[src/rtl/bus_tgen_pkg.sv]
// Shared types and constants for the bus traffic generator (state encoding,
// LFSR feedback taps, bus mode values).
package bus_tgen_pkg;

  typedef enum logic [3:0] {
    ST_IDLE,
    ST_GEN,
    ST_WR_REQ,
    ST_WR_WAIT,
    ST_RD_REQ,
    ST_RD_WAIT,
    ST_CHECK,
    ST_GAP,
    ST_DONE
  } tgen_state_e;

  // Feedback taps for x^16 + x^14 + x^13 + x^11 (bits 15, 13, 12, 10).
  localparam logic [15:0] LFSR_TAPS = 16'hB400;

  localparam logic MODE_READ  = 1'b0;
  localparam logic MODE_WRITE = 1'b1;

endpackage

[src/rtl/bus_tgen_lfsr.sv]
// 16-bit Fibonacci LFSR with seed load on synchronous reset and step enable.
module bus_tgen_lfsr
  import bus_tgen_pkg::*;
#(
  parameter logic [15:0] SEED = 16'hACE1
) (
  input  logic        clk,
  input  logic        rst,
  input  logic        en_i,
  output logic [15:0] state_o
);

  logic [15:0] lfsr_q;
  logic [15:0] lfsr_d;

  always_comb begin
    lfsr_d = {lfsr_q[14:0], ^(lfsr_q & LFSR_TAPS)};
  end

  always_ff @(posedge clk) begin
    if (rst) begin
      lfsr_q <= SEED;
    end else if (en_i) begin
      lfsr_q <= lfsr_d;
    end
  end

  assign state_o = lfsr_q;

endmodule

[src/rtl/bus_traffic_gen.sv]
// Write-then-readback bus BIST master for one d_* port.
// Optional macro BUS_TGEN_RANDOM_GAP_EN inserts 0-7 idle cycles between pairs.
module bus_traffic_gen
  import bus_tgen_pkg::*;
#(
  parameter int          ADDR_WIDTH            = 16,
  parameter int          DATA_WIDTH            = 8,
  parameter int          SLAVE_MEM_ADDR_WIDTH  = 12,
  parameter int          NUM_SLAVES            = 3,
  parameter int          SLAVE0_MEM_ADDR_WIDTH = 11,
  parameter int          NUM_TXN               = 16,
  parameter logic [15:0] LFSR_SEED             = 16'hACE1,
  parameter int          TIMEOUT_CYCLES        = 255
) (
  input  logic                  clk,
  input  logic                  rst,
  input  logic                  start,
  output logic                  busy,
  output logic                  done,
  output logic                  pass,
  output logic [15:0]           err_count,
  output logic [15:0]           txn_count,
  output logic [ADDR_WIDTH-1:0] fail_addr,
  output logic [DATA_WIDTH-1:0] fail_exp,
  output logic [DATA_WIDTH-1:0] fail_act,
  output logic [ADDR_WIDTH-1:0] d_addr,
  output logic [DATA_WIDTH-1:0] d_wdata,
  input  logic [DATA_WIDTH-1:0] d_rdata,
  output logic                  d_mode,
  output logic                  d_valid,
  input  logic                  d_ready
);

  localparam int ID_W  = ADDR_WIDTH - SLAVE_MEM_ADDR_WIDTH;
  localparam int TMO_W = $clog2(TIMEOUT_CYCLES + 1) + 1;
  localparam logic [SLAVE_MEM_ADDR_WIDTH-1:0] SLAVE0_MASK =
    SLAVE_MEM_ADDR_WIDTH'((1 << SLAVE0_MEM_ADDR_WIDTH) - 1);

  function automatic logic [15:0] sat_inc16(input logic [15:0] v);
    return (v == 16'hFFFF) ? v : v + 16'd1;
  endfunction

  tgen_state_e             state_q, state_d;
  logic [15:0]             lfsr_q;
  logic                    lfsr_en;
  logic [ADDR_WIDTH-1:0]   addr_q, addr_d;
  logic [DATA_WIDTH-1:0]   wdata_q, wdata_d;
  logic [DATA_WIDTH-1:0]   rdata_q, rdata_d;
  logic                    mode_q, mode_d;
  logic                    seen_low_q, seen_low_d;
  logic                    tmo_flag_q, tmo_flag_d;
  logic [TMO_W-1:0]        tmo_cnt_q, tmo_cnt_d;
  logic                    tmo_expired;
  logic [15:0]             err_q, err_d;
  logic [15:0]             txn_q, txn_d;
  logic [ADDR_WIDTH-1:0]   fail_addr_q, fail_addr_d;
  logic [DATA_WIDTH-1:0]   fail_exp_q, fail_exp_d;
  logic [DATA_WIDTH-1:0]   fail_act_q, fail_act_d;
`ifdef BUS_TGEN_RANDOM_GAP_EN
  logic [2:0]              gap_q, gap_d;
`endif

  logic [ID_W-1:0]                 gen_id;
  logic [SLAVE_MEM_ADDR_WIDTH-1:0] gen_off;

  // The LFSR steps on the edge that enters GEN, so GEN already sees the fresh value.
  bus_tgen_lfsr #(
    .SEED (LFSR_SEED)
  ) u_lfsr (
    .clk     (clk),
    .rst     (rst),
    .en_i    (lfsr_en),
    .state_o (lfsr_q)
  );

  always_comb begin
    gen_id = lfsr_q[15 -: ID_W];
    if (int'(gen_id) >= NUM_SLAVES) begin
      gen_id = '0;
    end
    gen_off = lfsr_q[SLAVE_MEM_ADDR_WIDTH-1:0];
    if (gen_id == '0) begin
      gen_off = gen_off & SLAVE0_MASK;
    end
  end

  assign tmo_expired = (tmo_cnt_q == TMO_W'(TIMEOUT_CYCLES));

  always_comb begin
    state_d     = state_q;
    lfsr_en     = 1'b0;
    addr_d      = addr_q;
    wdata_d     = wdata_q;
    rdata_d     = rdata_q;
    mode_d      = mode_q;
    seen_low_d  = seen_low_q;
    tmo_flag_d  = tmo_flag_q;
    err_d       = err_q;
    txn_d       = txn_q;
    fail_addr_d = fail_addr_q;
    fail_exp_d  = fail_exp_q;
    fail_act_d  = fail_act_q;
`ifdef BUS_TGEN_RANDOM_GAP_EN
    gap_d       = gap_q;
`endif

    unique case (state_q)
      ST_IDLE, ST_DONE: begin
        if (start) begin
          state_d     = ST_GEN;
          lfsr_en     = 1'b1;
          err_d       = '0;
          txn_d       = '0;
          fail_addr_d = '0;
          fail_exp_d  = '0;
          fail_act_d  = '0;
        end
      end
      ST_GEN: begin
        addr_d     = {gen_id, gen_off};
        wdata_d    = lfsr_q[DATA_WIDTH-1:0] ^ txn_q[DATA_WIDTH-1:0];
        mode_d     = MODE_WRITE;
        tmo_flag_d = 1'b0;
        state_d    = ST_WR_REQ;
      end
      ST_WR_REQ, ST_RD_REQ: begin
        if (d_ready) begin
          seen_low_d = 1'b0;
          state_d    = (state_q == ST_WR_REQ) ? ST_WR_WAIT : ST_RD_WAIT;
        end else if (tmo_expired) begin
          tmo_flag_d = 1'b1;
          state_d    = ST_CHECK;
        end
      end
      ST_WR_WAIT, ST_RD_WAIT: begin
        // Completion is a busy-then-idle pulse on d_ready after the accept.
        if (seen_low_q && d_ready) begin
          if (state_q == ST_WR_WAIT) begin
            mode_d  = MODE_READ;
            state_d = ST_RD_REQ;
          end else begin
            rdata_d = d_rdata;
            state_d = ST_CHECK;
          end
        end else begin
          if (!d_ready) begin
            seen_low_d = 1'b1;
          end
          if (tmo_expired) begin
            tmo_flag_d = 1'b1;
            state_d    = ST_CHECK;
          end
        end
      end
      ST_CHECK: begin
        txn_d = sat_inc16(txn_q);
        if (tmo_flag_q || (rdata_q != wdata_q)) begin
          err_d = sat_inc16(err_q);
          if (err_q == '0) begin
            fail_addr_d = addr_q;
            fail_exp_d  = wdata_q;
            fail_act_d  = tmo_flag_q ? '0 : rdata_q;
          end
        end
        if (txn_d == 16'(NUM_TXN)) begin
          state_d = ST_DONE;
        end else begin
`ifdef BUS_TGEN_RANDOM_GAP_EN
          if (lfsr_q[2:0] != 3'd0) begin
            gap_d   = lfsr_q[2:0];
            state_d = ST_GAP;
          end else begin
            lfsr_en = 1'b1;
            state_d = ST_GEN;
          end
`else
          lfsr_en = 1'b1;
          state_d = ST_GEN;
`endif
        end
      end
`ifdef BUS_TGEN_RANDOM_GAP_EN
      ST_GAP: begin
        if (gap_q <= 3'd1) begin
          lfsr_en = 1'b1;
          state_d = ST_GEN;
        end else begin
          gap_d = gap_q - 3'd1;
        end
      end
`endif
      default: begin
        state_d = ST_IDLE;
      end
    endcase

    if (state_d != state_q) begin
      tmo_cnt_d = '0;
    end else if (tmo_expired) begin
      tmo_cnt_d = tmo_cnt_q;
    end else begin
      tmo_cnt_d = tmo_cnt_q + TMO_W'(1);
    end
  end

  always_ff @(posedge clk) begin
    if (rst) begin
      state_q     <= ST_IDLE;
      addr_q      <= '0;
      wdata_q     <= '0;
      mode_q      <= 1'b0;
      seen_low_q  <= 1'b0;
      tmo_flag_q  <= 1'b0;
      tmo_cnt_q   <= '0;
      err_q       <= '0;
      txn_q       <= '0;
      fail_addr_q <= '0;
      fail_exp_q  <= '0;
      fail_act_q  <= '0;
`ifdef BUS_TGEN_RANDOM_GAP_EN
      gap_q       <= '0;
`endif
    end else begin
      state_q     <= state_d;
      addr_q      <= addr_d;
      wdata_q     <= wdata_d;
      mode_q      <= mode_d;
      seen_low_q  <= seen_low_d;
      tmo_flag_q  <= tmo_flag_d;
      tmo_cnt_q   <= tmo_cnt_d;
      err_q       <= err_d;
      txn_q       <= txn_d;
      fail_addr_q <= fail_addr_d;
      fail_exp_q  <= fail_exp_d;
      fail_act_q  <= fail_act_d;
`ifdef BUS_TGEN_RANDOM_GAP_EN
      gap_q       <= gap_d;
`endif
    end
  end

  always_ff @(posedge clk) begin
    rdata_q <= rdata_d;
  end

  assign busy      = (state_q != ST_IDLE) && (state_q != ST_DONE);
  assign done      = (state_q == ST_DONE);
  assign pass      = done && (err_q == '0);
  assign err_count = err_q;
  assign txn_count = txn_q;
  assign fail_addr = fail_addr_q;
  assign fail_exp  = fail_exp_q;
  assign fail_act  = fail_act_q;
  assign d_addr    = addr_q;
  assign d_wdata   = wdata_q;
  assign d_mode    = mode_q;
  assign d_valid   = (state_q == ST_WR_REQ) || (state_q == ST_RD_REQ);

endmodule

[config.mk]
export PLATFORM = sky130hd
export DESIGN_NAME = bus_traffic_gen
export DESIGN_NICKNAME = d
export VERILOG_FILES = /design/src/rtl/bus_tgen_pkg.sv /design/src/rtl/bus_tgen_lfsr.sv /design/src/rtl/bus_traffic_gen.sv
export SDC_FILE = /design/constraint.sdc
export NUM_CORES = 1
export LEC_CHECK = 0
export ABC_AREA = 1
export BUFFER_PORTS_ARGS = -buffer_cell sky130_fd_sc_hd__buf_2
export CAP_MARGIN = 40
export CORE_ASPECT_RATIO = 0.75
export CORE_MARGIN = 1.5
export CORE_UTILIZATION = 61
export DETAILED_ROUTE_END_ITERATION = 8
export GPL_TIMING_DRIVEN = 0
export PLACE_DENSITY = 0.86
export SLEW_MARGIN = 25
export SYNTH_ARGS = -nofsm -noshare
export SYNTH_HDL_FRONTEND = slang
export SYNTH_HIERARCHICAL = 1
export SYNTH_SLANG_ARGS = --single-unit
export TNS_END_PERCENT = 30
[constraint.sdc]
create_clock -name clk -period 5.2 [get_ports clk]
set_clock_uncertainty 0.05 [all_clocks]
set_input_delay 0.26 -clock clk [delete_from_list [all_inputs] [get_ports clk]]
set_output_delay 0.26 -clock clk [all_outputs]
set_load 0.01 [all_outputs]
==> impl_results.md, run 1 <==
- Via count: 6493
- Top-level I/O count: 105
- Rows: 31
- Critical path class: reg -> reg
- Deepest clock path buffer count: 2
- EDFF count, synth: 8
- Synth Flop Type: dfxtp_1
- Ys async rst share: 0
- Hold Startpoint: rst
- R2r setup slk: 2.43 ns
- DRC: 0
- Max-Cap Viols: 0
- Register area share after synthesis: 0.425
- Clock share of power: 0.480
- Design Area, Final: 0.00758 mm2
- Non-filler cells, final: 1119
- R2r startpoint: txn_count[0]
- Fraction of layout cells with a size suffix above 1: 0.203
- CTS Buf Count: 17
- DR pass1 iterations: 5
- Dpl cell area: 0.00691 mm2
- Routed len/inst: 15.9 um
- Final critical-path share of the clock period: 0.534
- Vias/cell: 5.80
- Syn Area/Cell: 7.39 um2
- Largest net degree at the start of global routing: 17
- Netlist Area Pre-Place: 0.00622 mm2
- Comb power frac: 0.095
- Crit path buf inv count: 3
- Worst-path fanout max: 10
- Final Hold Slack: 0.0834 ns
- Sw frac: 0.265
- Hold Path Class: in -> reg
- Max incr delay on CP: 0.57 ns
- Yosys cell types: 46
- Leak: 0.00323 uW
- Hold buffer count at cts: 8
- Drt first-iter violations: 782
- Clock sinks: 128
- Die ar.: 0.0108 mm2
- RSZ-0062 raised after global routing: false
- NetSw: 656 uW
- Reg2reg end: u_lfsr/state_o[10]
- Final Hold Fails: 0
- Clk_lat worst skew: 0.43 ns
- H-tree lvl count: 4
- CP arrival: 3.04 ns
- Max VDD drop: 0.253 mV
- Warnings, synthesis: 6
- Root Buffer: clkbuf_16
- Grt total ovfl: 0
- Worst-path cell chain: ha_1, nand3_2, inv_2, nand2_4, nor2_2, nand3b_1, nand2_1, nand3_2, nor2_2, nand2_1, nand2_1, nand2_1, buf_6, buf_6, a21oi_1, o21ai_1
- Number of global-route vias before repair: 5761
- Slew HR: 0.552
- Slowest-stage cell, CP: dfxtp_1
- I/O Buffers: 104
- Core area: 0.00977 mm2
- Diodes inserted: 0
- Outcome: finished, final reports clean
- All-Layer GR Usage: 0.337
- Cell Pwr Density: 326 mW/mm2
- Critical path depth: 16
- Die height: 90.5 um
- Setup_tns: 0 ns
- Die width: 120 um
- Placed insts: 1078
- Post-CTS Resized: 0
- Worst setup SP type: flip-flop
- GPL Wtd Cong: 0.921
- Slew @ Worst Pin: 0.672 ns
- Reg clk slew, reported paths: 0.06 ns
- Area delta synth->final: 21.8%
- Initial antenna violation count: 0
- Worst path required time: 5.47 ns
- Max Slew Vio Count: 0
- Critical Path End Type: flip-flop
- Most Frequent Cell on Critical Path: nand2_1
- Initial core utilization: 0.636
- Yosys reg bits: 128
- Largest delay share family, worst path: simple AND/OR/NAND/NOR gates
- Flop pwr share: 0.424
- Final setup viols: 0
- Reg2Reg Depth: 16
- Detailed Place HPWL: 12.3 mm
- Syn Inst Count: 842
- Post-synthesis net count: 859
- Nets: 991
- Antenna viol nets, final: 0
- CP Launch Point: txn_count[0]
- Pint: 1820 uW
- # Post-CTS Setup Buffers: 0
- Fmax: 360 MHz
- First-pass GRT wire length: 28.9 mm
- Period minus WS final: 2.77 ns
- CTS tree: yes
- Worst setup endpoint: u_lfsr/state_o[10]
- Drt total wl: 17.8 mm
-- cell type report --
type                    instances  area (um2)
plain buffers                  55         325
fillers                       714        2190
multi-input cells             598        3020
repair buffers                113         608
well taps                     132         165
clock inverters                14         156
inverters                      61         234
flip-flops and latches        128        2640
clock buffers                  18         429
-- how the worst min path moves through the flow --
stage               cells after the start                  to  slack [ns]
global placement                        1          rdata_q[2]        0.39
CTS                                     3   u_lfsr/state_o[0]        0.08
global route                            3   u_lfsr/state_o[0]        0.11
floorplan                               2   u_lfsr/state_o[0]        0.31
detailed placement                      1          rdata_q[7]        0.39
finish                                  3  u_lfsr/state_o[15]        0.08
-- synthesized netlist by cell type, types with 2 or more instances --
library cell  instances  area share
nand4_1              41       0.041
nand3_1              48       0.039
nand2_4               2      0.0036
buf_4                19       0.023
nor2_2                7      0.0070
o211ai_1              2      0.0024
nor3_1               17       0.014
edfxtp_1              8       0.039
nor2_1              100       0.060
ha_1                  5       0.010
dfxtp_1             120        0.39
o21ai_1               5      0.0040
xor2_1               19       0.027
nand2_2               3      0.0030
nor4_1                5      0.0050
nand2_1             179        0.11
nor3b_1               4      0.0048
a211oi_1              4      0.0048
or2_2                 2      0.0020
clkbuf_1             21       0.013
nand3b_1              5      0.0060
buf_6                 3      0.0054
o22ai_1               6      0.0060
a21oi_1              85       0.068
a31oi_1               2      0.0020
buf_2                10      0.0080
o21ai_0              34       0.027
inv_2                 5      0.0030
inv_1                55       0.033
xnor2_1               9       0.013
nand3_2               2      0.0032
-- stage by stage --
step	setup WS (ns)	util	total power (uW)
after floorplan	2.86	-	1220
after global placement	2.55	0.707	1290
after detailed placement	2.53	0.707	1290
after CTS	2.46	0.775	2470
after global routing	2.26	0.775	2540
final	2.43	0.775	2470
-- layer usage --
layer,GRT usage,part of all wire
met5,0,0
met4,0.135,0.025
met3,0.0865,0.096
met2,0.517,0.45
met1,0.454,0.43
-- worst reg2reg max path, cell delays in order, from the launching register on --
cell	delay, ns
dfxtp_1	0.57
ha_1	0.28
nand3_2	0.14
inv_2	0.18
nand2_4	0.10
nor2_2	0.17
nand3b_1	0.14
nand2_1	0.11
nand3_2	0.07
nor2_2	0.12
nand2_1	0.07
nand2_1	0.08
nand2_1	0.08
buf_6	0.16
buf_6	0.14
a21oi_1	0.13
o21ai_1	0.08
-- sequential cells by signal, summed over array words and instances, names as in the netlist --
| signal | cells |
|---|---|
| d_addr | 16 |
| d_mode | 1 |
| d_wdata | 8 |
| err_count | 16 |
| fail_act | 8 |
| fail_addr | 16 |
| fail_exp | 8 |
| rdata_q | 8 |
| seen_low_q | 1 |
| state_q | 4 |
| tmo_cnt_q | 9 |
| tmo_flag_q | 1 |
| txn_count | 16 |
| u_lfsr/state_o | 16 |
-- power groups by stage --
stage | registers [uW] | clock network [uW] | logic, uW
global route | 1050 | 1240 | 256
CTS | 1050 | 1190 | 230
finish | 1050 | 1190 | 235
global placement | 1070 | 0 | 218
detailed placement | 1070 | 0 | 222
floorplan | 1070 | 0 | 150
-- kinds of logic after synthesis --
group | synth area share
XOR/XNOR | 0.0420
buffers and inverters | 0.0899
adder cells (fa/ha/maj) | 0.0101
flip-flops | 0.425
AND/OR/NAND/NOR | 0.306
AO/OA/AOI/OAI | 0.127
-- placed cells by master, fill, tap and decap left out, types with 5 or more instances in the layout --
cell	n
inv_2	5
xnor2_1	9
nand3b_1	5
buf_4	20
clkbuf_16	17
dlygate4sd3_1	8
nor4_1	5
nand3_1	48
edfxtp_1	8
dfxtp_1	120
nor2_1	100
nor3_1	17
nand2_1	179
nor2_2	7
buf_2	114
o21ai_1	5
o22ai_1	6
a21oi_1	85
o21ai_0	34
xor2_1	19
ha_1	5
nand4_1	41
inv_1	55
clkbuf_1	22
inv_6	6
Power figures use the tool's default switching activity.
==> run 2: changes to the inputs <==
--- a/config.mk
+++ b/config.mk
@@ -10,10 +10,10 @@
 export CAP_MARGIN = 40
 export CORE_ASPECT_RATIO = 0.75
 export CORE_MARGIN = 1.5
-export CORE_UTILIZATION = 61
+export CORE_UTILIZATION = 56
 export DETAILED_ROUTE_END_ITERATION = 8
 export GPL_TIMING_DRIVEN = 0
-export PLACE_DENSITY = 0.86
+export PLACE_DENSITY = 0.8
 export SLEW_MARGIN = 25
 export SYNTH_ARGS = -nofsm -noshare
 export SYNTH_HDL_FRONTEND = slang
==> constraint.sdc (replaced) <==
create_clock -name clk -period 2.6 [get_ports clk]
set_clock_uncertainty 0.05 [all_clocks]
set_input_delay 0.13 -clock clk [delete_from_list [all_inputs] [get_ports clk]]
set_output_delay 0.13 -clock clk [all_outputs]
set_load 0.01 [all_outputs]
==> run 2 against run 1 <==
Compared with the run above: maximum frequency increased by 15%; cell count increased by 0.54%; die area increased by 8.7%; non-clock buffer count decreased by 1; sequential cell count unchanged; core utilization decreased by 6.3 points; setup slack got worse by 2.2 ns; combinational power increased by 100%; sequential power increased by 100%; clock power increased by 120%; register-to-register slack got worse by 2.2 ns; highest routed layer unchanged.
==> impl_results.md, run 2 (synthesis results as in run 1) <==
- Routed len/inst: 16.1 um
- Worst setup SP type: flip-flop
- Clock sinks: 128
- Cell Pwr Density: 677 mW/mm2
- Reg2Reg Depth: 16
- Commonest non-fill, non-tap cell in the layout: nand2_1
- Critical Path End Type: flip-flop
- RSZ-0062 raised after global routing: true
- Outcome: finished, final reports clean
- Final Hold Fails: 0
- Largest delay share family, worst path: simple AND/OR/NAND/NOR gates
- Final setup viols: 0
- Critical path class: reg -> reg
- Root Buffer: clkbuf_16
- Fill count: 891
- R2r startpoint: txn_count[0]
- Nets: 990
- Die height: 94.3 um
- Deepest clock path buffer count: 2
- Max Slew Vio Count: 0
- CTS Buf Count: 17
- Slew @ Worst Pin: 0.745 ns
- Via count: 6324
- Antenna viol nets, final: 0
- Final critical-path share of the clock period: 0.930
- Worst setup endpoint: u_lfsr/state_o[12]
- Die ar.: 0.0118 mm2
- Leak: 0.00327 uW
- Diodes inserted: 0
- GPL Wtd Cong: 0.948
- Design Area, Final: 0.00773 mm2
- H-tree lvl count: 4
- Largest net degree at the start of global routing: 17
- R2r setup slk: 0.18 ns
- Grt total ovfl: 0
- CTS tree: yes
- Pre-CTS WS: -0.00979 ns
- Period minus WS final: 2.42 ns
- Top-level I/O count: 105
- DRC: 0
- Initial antenna violation count: 0
- Worst-path fanout max: 10
- Max incr delay on CP: 0.43 ns
- Max VDD drop: 0.546 mV
- CP Launch Point: txn_count[0]
- Hold Path Class: in -> reg
- Slew HR: 0.501
- Clk_lat worst skew: 0.42 ns
- Most frequent cells in the layout: nand2_1 (179), buf_2 (114), dfxtp_1 (113)
- Critical path depth: 16
- Setup_tns: 0 ns
- Dpl cell area: 0.00692 mm2
- Fraction of layout cells with a size suffix above 1: 0.213
- Crit path buf inv count: 3
- Worst-path cell chain: ha_4, nand3_4, inv_4, nand2_4, nand2_1, nand3_1, nor2_1, nand2_1, nor2_1, nand2_1, nand2_1, nand2_1, buf_6, inv_6, o21ai_0, a21oi_1
- Detailed Place HPWL: 12.1 mm
- Area delta synth->final: 24.3%
- Initial core utilization: 0.573
- Reg2reg end: u_lfsr/state_o[12]
- First-pass GRT wire length: 28.6 mm
- Max-Cap Viols: 0
- All-Layer GR Usage: 0.309
- Number of global-route vias before repair: 5707
- Rows: 33
- Fmax: 414 MHz
- Slowest-stage cell, CP: dfxtp_4
- Drt first-iter violations: 566
- Most Frequent Cell on Critical Path: nand2_1
- Drt total wl: 18.1 mm
- Worst path required time: 2.88 ns
- DR pass1 iterations: 5
- I/O Buffers: 104
- Core area: 0.0109 mm2
- Final worst slack: 0.182 ns
- CP arrival: 2.69 ns
- Die width: 125 um
- Vias/cell: 5.62
- Hold Startpoint: start
- Reg clk slew, reported paths: 0.06 ns
run 2: cell count changes in the layout (fill, tap and decap cells not counted), moves of 3 or more:
cell      before  now
dfxtp_1      120  113
clkinv_4       4    1
nor2_1       100   97
inv_6          6    3
dfxtp_2        0    5
nor2_4         1    4
run 2: timing repair:
| item | in CTS | in global routing |
|---|---|---|
| cloned | 0 | 0 |
| endpoints found under the hold margin | 12 | 0 |
| endpoints found under the setup margin | 12 | 25 |
| hold buffers | 9 | 0 |
| pin swaps | 0 | 0 |
| buffers inserted | 0 | 0 |
| resized for setup | 2 | 20 |
run 2: report_power, final:
group / total (uW) / leakage [uW] / switching [uW] / internal, uW
Sequential: 2100 / 0.00105 / 59.6 / 2040
Combinational: 481 / 0.00190 / 314 / 166
Clock: 2660 / 0.000320 / 914 / 1740
run 2: area by class of cell:
class | instances | area [um2] | area share
sequential | 128 | 2660 | 0.343
clock buffer | 20 | 489 | 0.0632
multi-input combinational | 598 | 3070 | 0.397
tap | 140 | 175 | 0.0226
timing repair buffer | 113 | 611 | 0.0789
inverter | 61 | 236 | 0.0306
clock inverter | 11 | 173 | 0.0223
buffer | 54 | 324 | 0.0419
run 2: through the flow:
stage                     instances  hold WS [ns]   util  power (uW)
after floorplan                 842         0.176      -        2430
final                          1125        0.0909  0.712        5240
after global placement         1086         0.263  0.637        2580
after detailed placement       1086         0.262  0.637        2590
after global routing           1125         0.116  0.712        5380
after CTS                      1126        0.0997  0.707        5230
run 2: worst min path at each step:
| stage | endpoint | slack (ns) | depth (start not counted) |
|---|---|---|---|
| after floorplan | u_lfsr/state_o[0] | 0.18 | 2 |
| after global placement | rdata_q[3] | 0.26 | 1 |
| after detailed placement | rdata_q[0] | 0.26 | 1 |
| after CTS | state_q[3] | 0.1 | 4 |
| after global routing | state_q[3] | 0.12 | 4 |
| final | state_q[3] | 0.09 | 4 |
run 2: per-layer routing:
| metal | vias up | routed length, um | part of all wire | track usage |
|---|---|---|---|---|
| li1 | 3063 | - | - | - |
| met1 | 2946 | 8080 | 0.45 | 0.419 |
| met2 | 274 | 8170 | 0.45 | 0.485 |
| met3 | 41 | 1460 | 0.081 | 0.0615 |
| met4 | 0 | 414 | 0.023 | 0.128 |
| met5 | - | 0 | 0 | 0 |
run 2: worst register-to-register path, cell delays in order, from the launching register on:
cell and delay (ns):
dfxtp_4 0.43, ha_4 0.18, nand3_4 0.12, inv_4 0.13
nand2_4 0.08, nand2_1 0.08, nand3_1 0.11, nor2_1 0.12
nand2_1 0.06, nor2_1 0.19, nand2_1 0.07, nand2_1 0.08
nand2_1 0.08, buf_6 0.16, inv_6 0.07, o21ai_0 0.09
a21oi_1 0.22
==> run 3: changes to the inputs <==
--- a/config.mk
+++ b/config.mk
@@ -5,7 +5,6 @@
 export SDC_FILE = /design/constraint.sdc
 export NUM_CORES = 1
 export LEC_CHECK = 0
-export ABC_AREA = 1
 export BUFFER_PORTS_ARGS = -buffer_cell sky130_fd_sc_hd__buf_2
 export CAP_MARGIN = 40
 export CORE_ASPECT_RATIO = 0.75
==> run 3 against run 2 <==
Compared with the run above: largest cell class unchanged; critical path depth fell by 4; register-to-register slack got worse by 0.42 ns; combinational power rose by 8.3%; highest routed layer unchanged; the run now ends with negative setup slack left.
==> impl_results.md, run 3 <==
- Hold endpoint: u_lfsr/state_o[1]
- Die ar.: 0.0112 mm2
- Top-level I/O count: 105
- Leak: 0.00322 uW
- Final worst slack: -0.239 ns
- Synth area leaders: dfxtp_1 (41%), nor2_1 (5.6%), a21oi_1 (4.1%)
- Fraction of layout cells with a size suffix above 1: 0.271
- Outcome: complete, but fails checks
- Worst path required time: 2.84 ns
- Clk_lat worst skew: 0.41 ns
- Max Slew Vio Count: 0
- DRC: 0
- All-Layer GR Usage: 0.321
- Yosys top cell area share: 0.406
- Deepest clock path buffer count: 2
- Post-synthesis compound-gate area fraction: 0.165
- Root Buffer: clkbuf_16
- Clock sinks: 128
- Number of global-route vias before repair: 5374
- Max-Cap Viols: 0
- Failing checks: negative setup slack
- Drt total wl: 18.4 mm
- Worst Hold Depth: 2
- Post-synthesis net count: 697
- Hold Path Class: in -> reg
- Fmax: 352 MHz
- GPL Wtd Cong: 0.959
- Routed len/inst: 18.6 um
- Most frequent cells in the layout: dfxtp_1 (110), buf_2 (109), nor2_1 (87)
- Detailed Place HPWL: 11.8 mm
- Slew @ Worst Pin: 0.699 ns
- Reg2Reg Depth: 12
- CTS tree: yes
- Count leader, synth: dfxtp_1
- Crit path buf inv count: 3
- Syn Inst Count: 680
- Yosys top cell by area: dfxtp_1
- Reg2reg end: u_lfsr/state_o[5]
- Critical Path End Type: flip-flop
- CP arrival: 3.08 ns
- Max incr delay on CP: 0.53 ns
- Die height: 92.0 um
- Setup_tns: -3.30 ns
- Worst-path fanout max: 6
- Commonest cells in the netlist: dfxtp_1 (120), nor2_1 (88), nand2_1 (65)
- Synth Area in Adders: 0.0106
- Largest delay share family, worst path: simple AND/OR/NAND/NOR gates
- Final Util: 0.751
- Slew HR: 0.531
- Grt total ovfl: 0
- Synth Flop Type: dfxtp_1
- Worst setup SP type: flip-flop
- Max VDD drop: 0.586 mV
- Die width: 122 um
- Initial antenna violation count: 0
- Period minus WS final: 2.84 ns
- RSZ-0062 raised after global routing: true
- Netlist Area Pre-Place: 0.00592 mm2
- Core area: 0.0103 mm2
- Slowest-stage cell, CP: or4b_4
- Synth Area in Simple Gates: 0.230
- CTS Buf Count: 17
- Largest family of logic cells by synthesized area: simple AND/OR/NAND/NOR gates
- Final Hold Fails: 0
- Critical path class: reg -> reg
- Final critical-path share of the clock period: 1.09
- Nets: 857
- Initial core utilization: 0.575
- Hold Startpoint: rst
- Register area share after synthesis: 0.447
- Ys async rst share: 0
- Antenna viol nets, final: 0
- Cell Pwr Density: 634 mW/mm2
- Yosys cell types: 63
- Largest net degree at the start of global routing: 17
- Synth Area in XOR/XNOR: 0.0469
- Final setup viols: 16
- Commonest non-fill, non-tap cell in the layout: dfxtp_1
- R2r startpoint: txn_count[0]
- Area delta synth->final: 30.6%
- Diodes inserted: 0
- Tot Pwr: 4900 uW
- R2r setup slk: -0.24 ns
- H-tree lvl count: 4
- EDFF count, synth: 8
- Drt first-iter violations: 586
- Warnings, synthesis: 6
- Placed insts: 919
- Reg clk slew, reported paths: 0.06 ns
- DR pass1 iterations: 6
- Worst-path cell chain: ha_4, nand3_4, buf_6, or4b_4, a211oi_4, a2bb2oi_4, o31ai_2, nand2_1, buf_6, buf_12, mux2i_1, nand2_1
- Mux share of post-synthesis cell area: 0.0374
- First-pass GRT wire length: 27.6 mm
- Non-filler cells, final: 989
- Via count: 6041
- Rows: 32
- Yosys reg bits: 128
- Syn Area/Cell: 8.70 um2
- I/O Buffers: 103
- Vias/cell: 6.11
## run 3: cell count changes after synthesis, moves of 8 or more
cell      delta
a211oi_1     +8
a21oi_1     -36
a22oi_1     +24
and3_1       +8
inv_1       -41
mux2i_1     +21
nand2_1    -114
nand2b_1     +9
nand3_1     -21
nand4_1     -27
nor2_1      -12
o21ai_0     -17
o31ai_1     +10
or4_1        +8
## run 3: area by class of cell
class	instances	area, um2
fillers	724	2560
multi-input cells	480	3060
clock inverters	8	77.6
well taps	136	170
inverters	14	52.6
plain buffers	56	353
clock buffers	24	493
repair buffers	143	855
flip-flops and latches	128	2670
## run 3: stage by stage
step / hold slack, ns / setup slack, ns / instance area (um2)
4_1_cts: 0.00332 / -0.0810 / 7590
6_report: 0.0109 / -0.239 / 7730
5_1_grt: 0.0296 / -0.347 / 7730
2_1_floorplan: 0.179 / 0.0109 / 5990
3_5_place_dp: 0.259 / -0.482 / 6680
3_3_place_gp: 0.260 / -0.400 / 6680
## run 3: metal layers
layer | GRT usage | vias up | wire (um)
met2 | 0.486 | 346 | 8450
met3 | 0.0734 | 63 | 1550
li1 | - | 2759 | -
met4 | 0.141 | 0 | 606
met1 | 0.436 | 2873 | 7800
met5 | 0.0288 | - | 0
## run 3: report_power, final
part           total [uW]  switching, uW  internal, uW
logic                 521            317           204
registers            2090           61.0          2030
clock network        2280            863          1420
## run 3: worst max-delay path by stage
stage	start	endpoint	slack, ns	depth (start not counted)
global placement	txn_count[0]	u_lfsr/state_o[0]	-0.40	11
floorplan	txn_count[10]	u_lfsr/state_o[0]	0.01	11
global route	txn_count[0]	u_lfsr/state_o[11]	-0.35	12
finish	txn_count[0]	u_lfsr/state_o[5]	-0.24	12
detailed placement	txn_count[0]	u_lfsr/state_o[11]	-0.48	11
CTS	txn_count[0]	u_lfsr/state_o[11]	-0.08	12
## run 3: logic make-up (layout without fill, tap and decap cells)
logic type | after synthesis | in the layout
AOI/OAI and AO/OA | 150 | 150
xor gates and xnor gates | 30 | 30
adders and majority gates | 5 | 5
buffers and inverters | 72 | 245
DFF | 128 | 128
muxes | 22 | 22
and+or+nand+nor | 273 | 273
## run 3: repair_timing
item,4_1_cts,5_1_grt
cloned,2,0
endpoints found under the setup margin,40,56
buffers inserted,19,10
pin swaps,12,12
hold endpoints to repair,8,0
gates resized for setup,23,17
hold buffers,8,0
